<file path="src/rtl/audio_pkg.sv">
// Shared types and constants for the voice allocator: state encoding and
// packed-volume slicing helpers.
package audio_pkg;

  localparam int DEF_KEY_W = 7;
  localparam int VOL_W     = 8;

  typedef enum logic [1:0] {IDLE, SCAN, APPLY, REGATE} alloc_state_t;

  function automatic int vol_lsb(input int voice);
    return voice * VOL_W;
  endfunction

endpackage

</file>
<file path="src/rtl/voice_allocator_if.sv">
// Note-event handshake between the CPU side and the voice allocator.
interface voice_allocator_if #(
  parameter int KEY_W = audio_pkg::DEF_KEY_W
);

  logic             note_valid;
  logic             note_ready;
  logic             note_on;
  logic [KEY_W-1:0] note_key;

  modport master (output note_valid, note_on, note_key, input note_ready);
  modport slave  (input note_valid, note_on, note_key, output note_ready);

endinterface

</file>
<file path="src/rtl/voice_allocator_slot.sv">
// Per-voice gate/key/start registers driven by set, clear and load strobes.
module voice_slot
  import audio_pkg::*;
#(
  parameter int KEY_W = DEF_KEY_W
) (
  input  logic             clk,
  input  logic             rst,
  input  logic             set_gate,
  input  logic             clr_gate,
  input  logic             load,
  input  logic [KEY_W-1:0] load_key,
  output logic             gate,
  output logic [KEY_W-1:0] key,
  output logic             start
);

  always_ff @(posedge clk) begin
    if (rst) begin
      gate  <= 1'b0;
      key   <= '0;
      start <= 1'b0;
    end else begin
      start <= load;
      if (load) key <= load_key;
      // Clear wins so a retrigger always produces a low gate cycle.
      if (clr_gate)      gate <= 1'b0;
      else if (set_gate) gate <= 1'b1;
    end
  end

endmodule

</file>
<file path="src/rtl/voice_allocator.sv">
// Polyphonic voice scheduler: scans one voice per cycle, then assigns a
// note-on (retrigger > free > releasing > round-robin steal) or releases a note-off.
module voice_allocator
  import audio_pkg::*;
#(
  parameter int NVOICES = 4,
  parameter int KEY_W   = DEF_KEY_W
) (
  input  logic                     clk,
  input  logic                     rst,
  voice_allocator_if.slave         note,
  input  logic [NVOICES*8-1:0]     volume,
  output logic [NVOICES-1:0]       gate,
  output logic [NVOICES*KEY_W-1:0] voice_key,
  output logic [NVOICES-1:0]       voice_start,
  output logic                     stolen
);

  localparam int IDX_W = (NVOICES > 1) ? $clog2(NVOICES) : 1;
  localparam logic [IDX_W-1:0] LAST = IDX_W'(NVOICES - 1);

  alloc_state_t state, next_state;

  logic [IDX_W-1:0] idx, steal_ptr, tgt;
  logic [IDX_W-1:0] match_idx, free_idx, rel_idx;
  logic             has_match, has_free, has_rel;
  logic             on_r;
  logic [KEY_W-1:0] key_r;

  logic [IDX_W-1:0]   apply_t;
  logic               apply_held, apply_steal, ready;
  logic [NVOICES-1:0] set_gate, clr_gate, load;
  logic [VOL_W-1:0]   vol_cur;
  logic [KEY_W-1:0]   key_cur;

  assign vol_cur         = volume[vol_lsb(int'(idx)) +: VOL_W];
  assign key_cur         = voice_key[int'(idx)*KEY_W +: KEY_W];
  assign note.note_ready = ready;

  always_comb begin
    apply_t     = steal_ptr;
    apply_held  = gate[steal_ptr];
    apply_steal = 1'b1;
    if (has_match) begin
      apply_t     = match_idx;
      apply_held  = 1'b1;
      apply_steal = 1'b0;
    end else if (has_free) begin
      apply_t     = free_idx;
      apply_held  = 1'b0;
      apply_steal = 1'b0;
    end else if (has_rel) begin
      apply_t     = rel_idx;
      apply_held  = 1'b0;
      apply_steal = 1'b0;
    end
  end

  always_ff @(posedge clk) begin
    if (rst) state <= IDLE;
    else     state <= next_state;
  end

  always_comb begin
    next_state = state;
    ready      = 1'b0;
    set_gate   = '0;
    clr_gate   = '0;
    load       = '0;
    case (state)
      IDLE: begin
        ready = 1'b1;
        if (note.note_valid) next_state = SCAN;
      end
      SCAN: begin
        if (idx == LAST) next_state = APPLY;
      end
      APPLY: begin
        next_state = IDLE;
        if (on_r) begin
          load[apply_t] = 1'b1;
          if (apply_held) begin
            clr_gate[apply_t] = 1'b1;
            next_state        = REGATE;
          end else begin
            set_gate[apply_t] = 1'b1;
          end
        end else if (has_match) begin
          clr_gate[match_idx] = 1'b1;
        end
      end
      REGATE: begin
        set_gate[tgt] = 1'b1;
        next_state    = IDLE;
      end
      default: next_state = IDLE;
    endcase
  end

  // Candidate tracking keeps only the first (lowest-index) hit of each class.
  always_ff @(posedge clk) begin
    if (rst) begin
      idx       <= '0;
      steal_ptr <= '0;
      tgt       <= '0;
      match_idx <= '0;
      free_idx  <= '0;
      rel_idx   <= '0;
      has_match <= 1'b0;
      has_free  <= 1'b0;
      has_rel   <= 1'b0;
      on_r      <= 1'b0;
      key_r     <= '0;
      stolen    <= 1'b0;
    end else begin
      stolen <= 1'b0;
      case (state)
        IDLE: begin
          if (note.note_valid) begin
            on_r      <= note.note_on;
            key_r     <= note.note_key;
            has_match <= 1'b0;
            has_free  <= 1'b0;
            has_rel   <= 1'b0;
            idx       <= '0;
          end
        end
        SCAN: begin
          if (gate[idx] && key_cur == key_r && !has_match) begin
            has_match <= 1'b1;
            match_idx <= idx;
          end
          if (!gate[idx] && vol_cur == '0 && !has_free) begin
            has_free <= 1'b1;
            free_idx <= idx;
          end
          if (!gate[idx] && vol_cur != '0 && !has_rel) begin
            has_rel <= 1'b1;
            rel_idx <= idx;
          end
          idx <= (idx == LAST) ? '0 : idx + 1'b1;
        end
        APPLY: begin
          tgt <= apply_t;
          if (on_r && apply_steal) begin
            steal_ptr <= (steal_ptr == LAST) ? '0 : steal_ptr + 1'b1;
            stolen    <= apply_held;
          end
        end
        default: ;
      endcase
    end
  end

  for (genvar i = 0; i < NVOICES; i++) begin : g_slot
    voice_slot #(.KEY_W(KEY_W)) u_slot (
      .clk      (clk),
      .rst      (rst),
      .set_gate (set_gate[i]),
      .clr_gate (clr_gate[i]),
      .load     (load[i]),
      .load_key (key_r),
      .gate     (gate[i]),
      .key      (voice_key[i*KEY_W +: KEY_W]),
      .start    (voice_start[i])
    );
  end

endmodule

</file>
<file path="src/flat_wrapper.sv">
// flat-port wrapper written by rule: the top's interface ports become plain ports
module voice_allocator_flat import audio_pkg::*;
#(
  parameter int NVOICES = 4,
  parameter int KEY_W   = DEF_KEY_W
)
  (clk, rst, volume, gate, voice_key, voice_start, stolen, note_note_valid, note_note_on, note_note_key, note_note_ready);
  voice_allocator_if #(.KEY_W(KEY_W)) note_i ();
  input  logic clk;
  input  logic rst;
  input  logic [NVOICES*8-1:0] volume;
  output logic [NVOICES-1:0] gate;
  output logic [NVOICES*KEY_W-1:0] voice_key;
  output logic [NVOICES-1:0] voice_start;
  output logic stolen;
  input wire logic [$bits(note_i.note_valid)-1:0] note_note_valid;
  input wire logic [$bits(note_i.note_on)-1:0] note_note_on;
  input wire logic [$bits(note_i.note_key)-1:0] note_note_key;
  output wire logic [$bits(note_i.note_ready)-1:0] note_note_ready;
  assign note_i.note_valid = note_note_valid;
  assign note_i.note_on = note_note_on;
  assign note_i.note_key = note_note_key;
  assign note_note_ready = note_i.note_ready;
  voice_allocator #(.NVOICES(NVOICES), .KEY_W(KEY_W)) u_core (.clk(clk), .rst(rst), .note(note_i), .volume(volume), .gate(gate), .voice_key(voice_key), .voice_start(voice_start), .stolen(stolen));
endmodule
</file>
<file path="config.mk">
export PLATFORM = sky130hd
export DESIGN_NAME = voice_allocator_flat
export DESIGN_NICKNAME = d
export VERILOG_FILES = /design/src/rtl/audio_pkg.sv /design/src/rtl/voice_allocator_if.sv /design/src/rtl/voice_allocator_slot.sv /design/src/rtl/voice_allocator.sv /design/src/flat_wrapper.sv
export SDC_FILE = /design/constraint.sdc
export NUM_CORES = 1
export LEC_CHECK = 0
export ABC_CLOCK_PERIOD_IN_PS = 2340
export CAP_MARGIN = 10
export CORE_ASPECT_RATIO = 0.8
export CORE_MARGIN = 2
export CORE_UTILIZATION = 36
export DETAILED_ROUTE_END_ITERATION = 7
export PLACE_DENSITY_LB_ADDON = 0.12
export SYNTH_ARGS = -nofsm -noshare
export SYNTH_HDL_FRONTEND = slang
export SYNTH_SLANG_ARGS = --single-unit
export TNS_END_PERCENT = 30
</file>
<file path="constraint.sdc">
create_clock -name clk -period 2.34 [get_ports clk]
set_input_delay 0.351 -clock clk [delete_from_list [all_inputs] [get_ports clk]]
set_output_delay 0.351 -clock clk [all_outputs]
set_load 0.1 [all_outputs]
</file>
==> results.py <==
metrics = {
    "floorplan": {
        "floorplan.rows": 29,
        "die_w_um": 104.6,
        "start_util_pct": 36.99,
        "boundaryPins": 81,
        "dieArea_mm2": 0.008831,
        "fp.coreArea_mm2": 0.007874,
        "dieHeight_um": 84.46,
    },
    "final_layout": {
        "num_antenna_cells": 0,
        "final_nets": 431,
        "drive_gt1_share_pct": 23.79,
        "design_area_mm2": 0.003961,
        "syn_to_final_growth_pct": 36.00,
    },
    "power": {
        "vdd.ir_drop.worst_v": 0.0003149,
        "power.density_mw_per_mm2": 573.4,
        "leakage_nw": 1.600,
    },
    "sta": {
        "fmax_ghz": 0.4772,
        "clock-skew-final_ns": 0.005117,
        "setup_viol": 0,
        "rsz0062_at_grt": "no",
        "worst_pin_slew_ns": 0.8032,
        "fin_crit_ns": 2.095,
        "holdWs_ns": 0.3584,
        "period_share_pct": 89.55,
        "slew_violations": 0,
        "final_hold_viol_count": 0,
        "slew_headroom_pct": 45.70,
    },
    "hold_path": {
        "whs_path_depth": 2,
        "hold_class": "in2reg",
        "worstHoldStart": "rst",
    },
    "logic_synthesis": {
        "synth_warnings": 0,
        "synth_seq_cells": 62,
        "ys.flop_type": "dfxtp_1",
        "synthTopCellsByArea": "dfxtp_1 (43%), mux2i_1 (13%), mux4_2 (7.7%)",
        "syn-mean-instance-area_um2": 9.709,
        "synth-seq-area-share_pct": 42.61,
        "ys_async_sr_fraction_pct": 0,
        "netlist.area_leader.share_pct": 42.61,
        "yosysTopAreaCell": "dfxtp_1",
        "syn_inst": 300,
        "synth_area_mm2": 0.002913,
        "ys_types": 47,
        "synth_edf_count": 0,
        "synth.net_count": 345,
    },
    "clock_network": {
        "post-cts-setup-buffer-count": 0,
        "cts_root_buf": "clkbuf_8",
        "cts_tree": "done",
        "clk_path_buf_depth": 2,
        "clkSinkCount": 62,
        "holdBufCountCts": 0,
        "htreeDepth": 3,
        "clock_latency_ns": 0.34,
        "cts_resized": 0,
        "clk_pin_slew_ns": 0.07,
        "numCtsBuffers": 9,
    },
    "route": {
        "drt_iter0_drc": 102,
        "routed_wl_um": 7709,
        "first_pass_iters": 4,
        "vias": 2486,
        "drc": 0,
        "vias_per_cell": 4.982,
        "wl_per_cell_um": 15.45,
        "ant_nets": 0,
    },
    "grt": {
        "grt_use_met1_pct": 26.87,
        "grt_pass1_vias": 2466,
        "use_met3_pct": 6.366,
        "grt_overflow": 0,
        "antenna_found_initial": 0,
        "grt_busiest_layer": "met1",
        "grt_max_degree": 42,
        "grt.total_usage_pct": 18.64,
        "grt_pass1_wl_um": 12740,
        "use_met2_pct": 26.38,
    },
    "critical_path": {
        "worst-setup-path-type": "in2reg",
        "critPathCaptureType": "flip-flop",
        "crit_path_start_kind": "input pin",
        "rr_startpoint": "u_core.idx[1]",
        "arrival_ns": 2.33,
        "ff2ff_path_depth": 3,
        "cp-startpoint": "volume[8]",
        "worstPathRequired_ns": 2.57,
        "r2r_setup_slack_ns": 0.31,
        "crit_fanout": 3,
    },
    "placement": {
        "dpl.hpwl_um": 5741,
        "portBuffers": 80,
        "place.gp.congestion": 0.8592,
        "dpl_cell_area_mm2": 0.003752,
    },
    "run_status": {
        "status": "finished, final reports clean",
    },
    "run": {
        "max_cap_violations": 0,
    },
}
registers in the layout, summed over array words and instances (netlist names), 2 cells and up:
register,count
u_core.free_idx,2
u_core.g_slot.u_slot.gate,4
u_core.g_slot.u_slot.key,28
u_core.g_slot.u_slot.start,4
u_core.idx,2
u_core.key_r,7
u_core.match_idx,2
u_core.rel_idx,2
u_core.state,2
u_core.steal_ptr,2
u_core.tgt,2
final timing paths:
path,endpoint
hold reg to reg,u_core.free_idx[1]
setup reg to reg,u_core.rel_idx[1]
hold / removal,u_core.steal_ptr[1]
setup / recovery,u_core.free_idx[0]
kinds of logic after synthesis:
group                      Yosys count  synth area share, %
AOI/OAI and AO/OA                   36                8.806
xor gates and xnor gates             7                2.105
adders and majority gates            2               0.8590
buffers and inverters               23                4.639
DFF                                 62                42.61
muxes                               47                20.45
and+or+nand+nor                    123                20.53
synth_stat cells, drive strengths merged, types with 3 or more instances:
master	count
dfxtp	62
buf	15
a21oi	17
mux2i	37
o21ai	3
clkbuf	7
nor3	9
nor4	8
o21a	3
nor2b	3
and2	3
nand3	3
xnor2	7
a211oi	3
nor2	41
nand2	39
mux4	10
nand4	3
layout make-up:
cell class,count,area [um2]
Fill cell,764,3913
Clock inverter,5,57.56
Multi-Input combinational cell,215,1544
Tap cell,108,135.1
Clock buffer,11,151.4
Sequential cell,62,1241
Inverter,1,3.754
Timing Repair Buffer,97,828.3
cells in the final DEF, fill, tap and decap left out, drive strengths merged, types with 2 or more instances in the layout:
cell type      instances
nand3                  3
clkdlybuf4s50         41
nor2b                  3
ha                     2
nor4                   8
clkinv                 2
buf                   56
clkinvlp               3
dfxtp                 62
xnor2                  7
and2                   3
or3                    2
nor2                  41
mux4                  10
a211oi                 3
nor3b                  2
o21a                   3
o21ai                  3
mux2i                 37
a21oi                 17
a221oi                 2
nor3                   9
or2                    2
nand4                  3
nand2                 39
and4                   2
nand3b                 2
clkbuf                11
metrics by stage:
stage	util, %	cells	worst slack (ns)	TNS (ns)	total power [mW]
2_1_floorplan	-	300	0.3432	0	1.204
6_report	50.31	499	0.2446	0	2.271
4_1_cts	50.31	499	0.2383	0	2.298
3_3_place_gp	47.66	483	-0.08412	-0.2262	1.313
3_5_place_dp	47.66	483	-0.1242	-0.3144	1.314
5_1_grt	50.31	499	0.1442	0	2.357
report_power, final:
| part | switching, mW | internal [mW] |
|---|---|---|
| combinational | 0.0939 | 0.106 |
| sequential | 0.0218 | 1.07 |
| clock | 0.434 | 0.547 |
| total | 0.549 | 1.72 |
per-layer routing:
metal  wire length, um  vias up
met2              3107       93
met4                48        0
li1                  -     1236
met5                 0        -
met1              3968     1153
met3               585        4
critical path, stage by stage:
cell	delay, ns
clkdlybuf4s50_1	0.40
nor4_1	0.31
nand2_1	0.09
mux4_2	0.46
or4_1	0.57
mux2i_1	0.15
Power figures use the tool's default switching activity.
